==> src/rtl/blink_mask_pkg.sv <==
// Shared clock-display definitions: FSM state encoding, setting codes and
// digit-pair layout used by the blink, mode-setting and display-mux blocks.
package blink_mask_pkg;

    typedef enum logic [1:0] {
        ST_NORMAL = 2'd0,
        ST_SHOW   = 2'd1,
        ST_HIDE   = 2'd2,
        ST_HOLD   = 2'd3
    } blink_state_t;

    typedef enum logic [1:0] {
        MODE_NORMAL    = 2'd0,
        MODE_TIME_SET  = 2'd1,
        MODE_ALARM_SET = 2'd2,
        MODE_RESERVED  = 2'd3
    } setting_mode_t;

    typedef enum logic [1:0] {
        POS_SEC  = 2'd0,
        POS_MIN  = 2'd1,
        POS_HOUR = 2'd2,
        POS_NONE = 2'd3
    } setting_pos_t;

    localparam int DIGITS   = 6;
    localparam int SEC_LSB  = 0;
    localparam int MIN_LSB  = 2;
    localparam int HOUR_LSB = 4;

    localparam logic [DIGITS-1:0] ALL_DIGITS_ON = '1;

    // Digit enables with the pair of the given field blanked; POS_NONE blanks nothing.
    function automatic logic [DIGITS-1:0] field_blank_mask(input setting_pos_t pos);
        logic [DIGITS-1:0] m;
        m = ALL_DIGITS_ON;
        case (pos)
            POS_SEC:  m[SEC_LSB  +: 2] = 2'b00;
            POS_MIN:  m[MIN_LSB  +: 2] = 2'b00;
            POS_HOUR: m[HOUR_LSB +: 2] = 2'b00;
            default:  m = ALL_DIGITS_ON;
        endcase
        return m;
    endfunction

endpackage

==> src/rtl/blink_mask_sync2.sv <==
// Generic two-flop synchronizer for bringing a level signal into the local
// clock domain; reused for other asynchronous buttons.
module blink_mask_sync2 (
    input  logic clk,
    input  logic rst_n,
    input  logic d,
    output logic q
);

    logic meta;

    // NOTE: flops use an async active-low reset and non-blocking assignments so
    // every register samples pre-edge values, independent of statement order.
    always_ff @(posedge clk or negedge rst_n) begin
        if (!rst_n) begin
            meta <= 1'b0;
            q    <= 1'b0;
        end else begin
            meta <= d;
            q    <= meta;
        end
    end

endmodule

==> src/rtl/blink_mask.sv <==
// Setting-mode blink controller: blinks the selected digit pair, holding it
// steadily visible while the user is editing that field.
module blink_mask
    import blink_mask_pkg::*;
#(
    parameter int PHASE_TICKS = 4,
    parameter int HOLD_TICKS  = 8,
    parameter int CNT_W       = 4
) (
    input  logic              blink_on_clk,
    input  logic              rst_n,
    input  logic [1:0]        setting_mode,
    input  logic [1:0]        setting_position,
    input  logic              i_edit_active,
    output logic [DIGITS-1:0] o_digit_mask,
    output logic              o_blink_phase,
    output logic [1:0]        o_state
);

    localparam logic [CNT_W-1:0] PHASE_LAST = CNT_W'(PHASE_TICKS - 1);
    localparam logic [CNT_W-1:0] HOLD_LAST  = CNT_W'(HOLD_TICKS - 1);

    setting_mode_t     mode_q;
    setting_pos_t      pos_q;
    setting_pos_t      pos_prev;
    logic              edit_s;
    blink_state_t      state_q;
    blink_state_t      state_d;
    logic [CNT_W-1:0]  cnt_q;
    logic [CNT_W-1:0]  cnt_d;
    logic [DIGITS-1:0] mask_d;
    logic              phase_d;
    logic              blink_en;
    logic              pos_changed;

    blink_mask_sync2 u_edit_sync (
        .clk   (blink_on_clk),
        .rst_n (rst_n),
        .d     (i_edit_active),
        .q     (edit_s)
    );

    assign blink_en    = (mode_q == MODE_TIME_SET) || (mode_q == MODE_ALARM_SET);
    assign pos_changed = (pos_q != pos_prev);

    // NOTE: every always_comb output gets a default first, so no path can
    // leave a signal unassigned and infer a latch.
    always_comb begin
        state_d = state_q;
        cnt_d   = cnt_q;

        if (!blink_en) begin
            state_d = ST_NORMAL;
            cnt_d   = '0;
        end else begin
            case (state_q)
                ST_NORMAL: begin
                    state_d = ST_SHOW;
                    cnt_d   = '0;
                end
                ST_SHOW, ST_HIDE: begin
                    if (edit_s) begin
                        state_d = ST_HOLD;
                        cnt_d   = HOLD_LAST;
                    end else if (pos_changed) begin
                        state_d = ST_SHOW;
                        cnt_d   = '0;
                    end else if (cnt_q == PHASE_LAST) begin
                        state_d = (state_q == ST_SHOW) ? ST_HIDE : ST_SHOW;
                        cnt_d   = '0;
                    end else begin
                        cnt_d = cnt_q + 1'b1;
                    end
                end
                ST_HOLD: begin
                    if (edit_s) begin
                        cnt_d = HOLD_LAST;
                    end else if (cnt_q == '0) begin
                        state_d = ST_SHOW;
                        cnt_d   = '0;
                    end else begin
                        cnt_d = cnt_q - 1'b1;
                    end
                end
                default: begin
                    state_d = ST_NORMAL;
                    cnt_d   = '0;
                end
            endcase
        end

        // Outputs follow the state being entered so they line up with o_state.
        phase_d = (state_d == ST_HIDE);
        mask_d  = phase_d ? field_blank_mask(pos_q) : ALL_DIGITS_ON;
    end

    always_ff @(posedge blink_on_clk or negedge rst_n) begin
        if (!rst_n) begin
            mode_q        <= MODE_NORMAL;
            pos_q         <= POS_NONE;
            pos_prev      <= POS_NONE;
            state_q       <= ST_NORMAL;
            cnt_q         <= '0;
            o_digit_mask  <= ALL_DIGITS_ON;
            o_blink_phase <= 1'b0;
        end else begin
            mode_q        <= setting_mode_t'(setting_mode);
            pos_q         <= setting_pos_t'(setting_position);
            pos_prev      <= pos_q;
            state_q       <= state_d;
            cnt_q         <= cnt_d;
            o_digit_mask  <= mask_d;
            o_blink_phase <= phase_d;
        end
    end

    assign o_state = state_q;

endmodule

==> config.mk <==
export PLATFORM = sky130hd
export DESIGN_NAME = blink_mask
export DESIGN_NICKNAME = d
export VERILOG_FILES = /design/src/rtl/blink_mask_pkg.sv /design/src/rtl/blink_mask_sync2.sv /design/src/rtl/blink_mask.sv
export SDC_FILE = /design/constraint.sdc
export NUM_CORES = 1
export LEC_CHECK = 0
export BUFFER_PORTS_ARGS = -buffer_cell sky130_fd_sc_hd__buf_4
export CAP_MARGIN = 20
export CELL_PAD_IN_SITES_DETAIL_PLACEMENT = 0
export CELL_PAD_IN_SITES_GLOBAL_PLACEMENT = 1
export CORE_MARGIN = 10
export CORE_UTILIZATION = 38
export DETAILED_ROUTE_END_ITERATION = 8
export MAX_ROUTING_LAYER = met4
export PLACE_DENSITY = 0.82
export SLEW_MARGIN = 10
export SYNTH_ARGS = -nofsm -noshare
export SYNTH_HDL_FRONTEND = slang
export SYNTH_SLANG_ARGS = --single-unit
==> constraint.sdc <==
create_clock -name blink_on_clk -period 1.7 [get_ports blink_on_clk]
set_input_delay 0.255 -clock blink_on_clk [delete_from_list [all_inputs] [get_ports blink_on_clk]]
set_output_delay 0.255 -clock blink_on_clk [all_outputs]
set_load 0.02 [all_outputs]
After elaboration in Yosys (flattened, before gate mapping)
Cells that the tools add are included.

operators by class
  reductions and logical operators = 5
  mux-type cells = 19
  add/sub/neg operators = 2
  equality and inequality tests = 10

operators with widths
  operator             count
  $mux 4               6
  $mux 2               10
  $pmux 4 s3           1
  $eq 2x2->1 const B   5
  $eq 2x1->1 const B   3
  $mux 6               1
  $pmux 2 s3           1
  $add 4x1->4 const B  1
  $eq 4x2->1 const B   1
  $logic_not 2->1      2
  $logic_not 4->1      1
  $sub 4x1->4 const B  1
  $ne 2x2->1           1
  $reduce_or 2->1      1
  $logic_or 1x1->1     1

storage, ports and cells
  bits in registers = 21

Longest topological paths before layout
  depth in word-level cells = 9
  mapped depth = 7
  mapped depth without buffers = 6

Modules after synthesis
A second synthesis with hierarchy kept.

second synthesis, totals
  cells, all modules = 82
  area total of the unflattened synthesis = 930.9 um^2

by module, submodules not included
  module            cells an instance  area an instance (um^2)  instances  seq. area each (um^2)
  blink_mask        80                 880.8                    1          409.1
  blink_mask_sync2  2                  50.0                     1          50.0

Least setup slack after synthesis
Ideal clock, no wire load.

  kind = register to register
  start = register state_q[1] (netlist: o_state[1])
  end = register o_blink_phase
  required time = 1.581 ns
  cell stages (with the launch flop) = 7
  data arrival time = 1.674 ns
  path slack = -0.093 ns
  clock period less this slack = 1.793 ns
  library setup time = 0.119 ns
  cells stage by stage = dfrtp_1 > inv_1 > ha_1 > or4b_1 > a31oi_1 > a211oi_2 > and2_1

between the ends
  word-level cells in the longest chain between the ends = 8
  elaborated cells on any way between the ends = 14
  classes of those cells = eq/ne (4); mux (8); reduce/logical (2)

ends and longest elaborated chain
  element                   RTL line                            RTL
  start: declaration        blink_mask.sv:27                    blink_state_t state_q;
  start signal: assignment  blink_mask.sv:110                   state_q <= state_d;
  $eq 2x1->1                blink_mask.sv:56, blink_mask.sv:69
  $mux 2                    blink_mask.sv:69                    state_d = (state_q == ST_SHOW) ? ST_HIDE : ST_SHOW;
  $mux 2                    blink_mask.sv:68                    end else if (cnt_q == PHASE_LAST) begin
  $mux 2                    blink_mask.sv:65                    end else if (pos_changed) begin
  $mux 2                    blink_mask.sv:62                    if (edit_s) begin
  $pmux 2 s3 (*)            blink_mask.sv:56                    case (state_q)
  $mux 2 (*)                blink_mask.sv:52                    if (!blink_en) begin
  $eq 2x2->1 (*)            blink_mask.sv:93                    phase_d = (state_d == ST_HIDE);
  via phase_d               blink_mask.sv:32                    logic phase_d;
  end signal: assignment    blink_mask.sv:113                   o_blink_phase <= phase_d;
  end: declaration          blink_mask.sv:16                    output logic o_blink_phase,

Mark *: on every way through the listed nets, which the timed path passes. The rest lies on a longest branch.

Final worst setup path
  start = register cnt_q[0]
  end = register o_blink_phase

between the ends
  word-level cells in the longest chain between the ends = 7
  elaborated cells on any way between the ends = 10
  classes of those cells = eq/ne (2); mux (7); reduce/logical (1)

ends and longest elaborated chain
  element                   RTL line           RTL
  start: declaration        blink_mask.sv:29   logic [CNT_W-1:0] cnt_q;
  start signal: assignment  blink_mask.sv:111  cnt_q <= cnt_d;
  $eq 4x2->1                blink_mask.sv:68
  $mux 2                    blink_mask.sv:68
  $mux 2                    blink_mask.sv:65
  $mux 2                    blink_mask.sv:62
  $pmux 2 s3 (*)            blink_mask.sv:56
  $mux 2 (*)                blink_mask.sv:52
  via state_d[1]            blink_mask.sv:28   blink_state_t state_d;
  $eq 2x2->1 (*)            blink_mask.sv:93
  via phase_d               blink_mask.sv:32

Marks and branches as above.

==> metrics <==
Final Power 1.12 mW; initial DRC count 31; post-synthesis mux area share 4.70%; sequential area share after synthesis 49.3%; DR WL met2 1.07 mm; die area 4830 µm²; first-pass GRT wire length 3.22 mm; CP arrival 1.88 ns; dominant synthesized flop cell dfrtp_1; max_slew headroom 70.6%; I/O Buffers 15; GRT Util Overall 8.13%; Setup crit end kind flop; Worst EP required 1.90 ns; Compound-Gate Fraction of Synth Area 14.2%; pin count of the biggest net entering global routing 19; Routed WL 1.99 mm; vias per inst 5.20; Initial Utilization 40.9%; RSZ-0062 raised after global routing yes; Slew @ Worst Pin 0.437 ns; Tmin final 1.67 ns; max layer used met4; GRT Residual Overflow 0; Setup violations, final 0; CTS sink count 18; HPWL after detailed placement 1.43 mm; Max Fclk 599 MHz; core area 2280 µm²; CTS Buffer Depth 2; I/O Pins 16; Reg-to-Reg Start cnt_q[0]; root buf cell clkbuf_4; syn_area_per_cell 11.4 µm²; Commonest cells post-synth dfrtp_1, dfstp_2, inv_1, ha_1, nor2_1; gpl congestion 0.793; share of cells above drive strength 1 55.6%; Final Max Slew Viols 0; Inserted Diodes 0; Core Rows 17; Max FO, Critical Path 5; Synth warnings 0; post-synth top area cell dfrtp_1; Clk Latency, worst-skew pair 0.30 ns; metal3 WL 46 µm; H-tree depth 1; first-pass iteration count of the detailed router 4; largest family of logic cells by synthesized area simple AND/OR/NAND/NOR gates; CP Launch Type flop; share of the synthesized area in the top cell type 29.6%; die height 69.5 µm; CTS tree built; Pleak 0.520 nW; clock transition at the registers of the reported paths 0.11 ns; max_cap viols 0; HP Class input port to flop; EDFF count, synth 0; total negative slack 0 ns; Final period util 98.3%; Finished Core Util 55.2%; #FFs+latches synth 18; VDD IR max 0.552 mV; outcome finished, final reports clean; Area Overhead vs Synth 34.9%; die width 69.5 µm; PD cells 895 nW/µm²; Critical Path Source cnt_q[0]; post-synthesis simple-gate area fraction 15.1%; vias in the first global route 736; Hold Violations, Final 0; final net count 121; Post-Synth XOR/XNOR Area 3.76%; Fin Clk Skew 0.00594 ns; Synth Net Count 94; hold wc startpoint setting_mode[0]; M1 WL 839 µm; Cell Area, Synth 931 µm²; asr flop ratio synth 100%; synth unique cells 37; synth top area cells dfrtp_1, dfstp_2, ha_1; post-synthesis cell count 82; number of CTS-inserted buffers 3; most numerous cell in the Yosys netlist dfrtp_1; critical path class flop to flop; antenna violations before repair 0; Post-route DRC 0; Adder-Cell Fraction of Synth Area 6.72%; Detail Route Antenna Nets 0; via count 707; Wirelength per Cell 14.6 µm
==> flip-flops by register name, summed over array words and instances, names as in the netlist <==
signal            count
cnt_q                 4
o_state               2
pos_q                 2
o_digit_mask          3
mode_q                2
u_edit_sync.meta      1
pos_prev              2
u_edit_sync.q         1
o_blink_phase         1
==> worst max-delay path, stage by stage, from the launching register on <==
cell	delay (ns)
dfrtp_2	0.46
inv_2	0.09
ha_4	0.13
or3b_4	0.39
a32oi_2	0.19
o22ai_2	0.14
and2_1	0.18
==> placed cells by master, fill, tap and decap left out, types with 2 or more instances in the layout <==
cell type | netlist | layout
nand3_1 | 3 | 3
dfrtp_2 | 0 | 4
ha_4 | 0 | 3
a32oi_1 | 2 | 2
nor3_1 | 2 | 2
dfstp_2 | 7 | 7
dfrtp_1 | 11 | 7
buf_4 | 3 | 26
o21ai_1 | 3 | 3
nand4b_1 | 2 | 2
nor2b_1 | 2 | 2
clkbuf_4 | 0 | 3
mux2_2 | 2 | 2
inv_2 | 0 | 3
inv_1 | 7 | 4
xnor2_1 | 3 | 3
nor2_1 | 4 | 4
==> per-layer routing <==
metal | up-vias | GRT usage [%]
li1 | 340 | -
met1 | 348 | 8.22
met2 | 14 | 14.7
met3 | 5 | 1.28
met4 | 0 | 3.99
met5 | - | -
==> report_power, final <==
part / switching [mW] / leakage [nW] / total (mW) / internal [mW]
sequential: 0.0295 / 0.209 / 0.489 / 0.460
clock: 0.139 / 0.0210 / 0.270 / 0.131
combinational: 0.179 / 0.289 / 0.365 / 0.186
total: 0.347 / 0.520 / 1.12 / 0.776
==> repair_timing <==
action / CTS / global route
buffers inserted: 0 / 4
hold endpoints to repair: 11 / 0
setup endpoints to repair: 1 / 7
hold buffers: 1 / 0
pin swaps: 2 / 8
gates resized for setup: 0 / 19
==> logic make-up (layout without fill, tap and decap cells) <==
kind of cell / count (synthesis) / in the layout
AO/OA/AOI/OAI: 17 / 17
multiplexers: 4 / 4
buffers and inverters: 12 / 38
XOR/XNOR: 4 / 4
flip-flops: 18 / 18
AND/OR/NAND/NOR: 22 / 22
adder cells (fa/ha/maj): 5 / 5
==> cell type report <==
| class | count | area (µm²) |
|---|---|---|
| Inverter | 7 | 26.3 |
| Fill cell | 189 | 1020 |
| Clock buffer | 4 | 36.3 |
| Multi-Input combinational cell | 52 | 489 |
| Timing Repair Buffer | 27 | 205 |
| Tap cell | 28 | 35.0 |
| Sequential cell | 18 | 464 |
==> final timing paths <==
check                                end  slack [ns]  cells after the start
hold / removal                 mode_q[0]        0.05                      1
setup reg to reg           o_blink_phase        0.03                      6
max in group asynchronous       pos_q[0]        1.10                      2
setup / recovery           o_blink_phase        0.03                      6
min in group asynchronous  o_blink_phase        0.34                      2
hold reg to reg            u_edit_sync.q        0.36                      0
==> metrics by stage <==
stage	instance area (µm²)	hold slack (ns)	std cells	worst slack, ns
after floorplan	933	-0.0406	82	0.00777
after global placement	1100	0.130	127	0.00231
after detailed placement	1100	0.132	127	-0.00859
after CTS	1150	0.0512	132	-0.00500
after global routing	1260	0.0394	136	-0.0290
final	1260	0.0507	136	0.0296
Power figures use the tool's default switching activity.
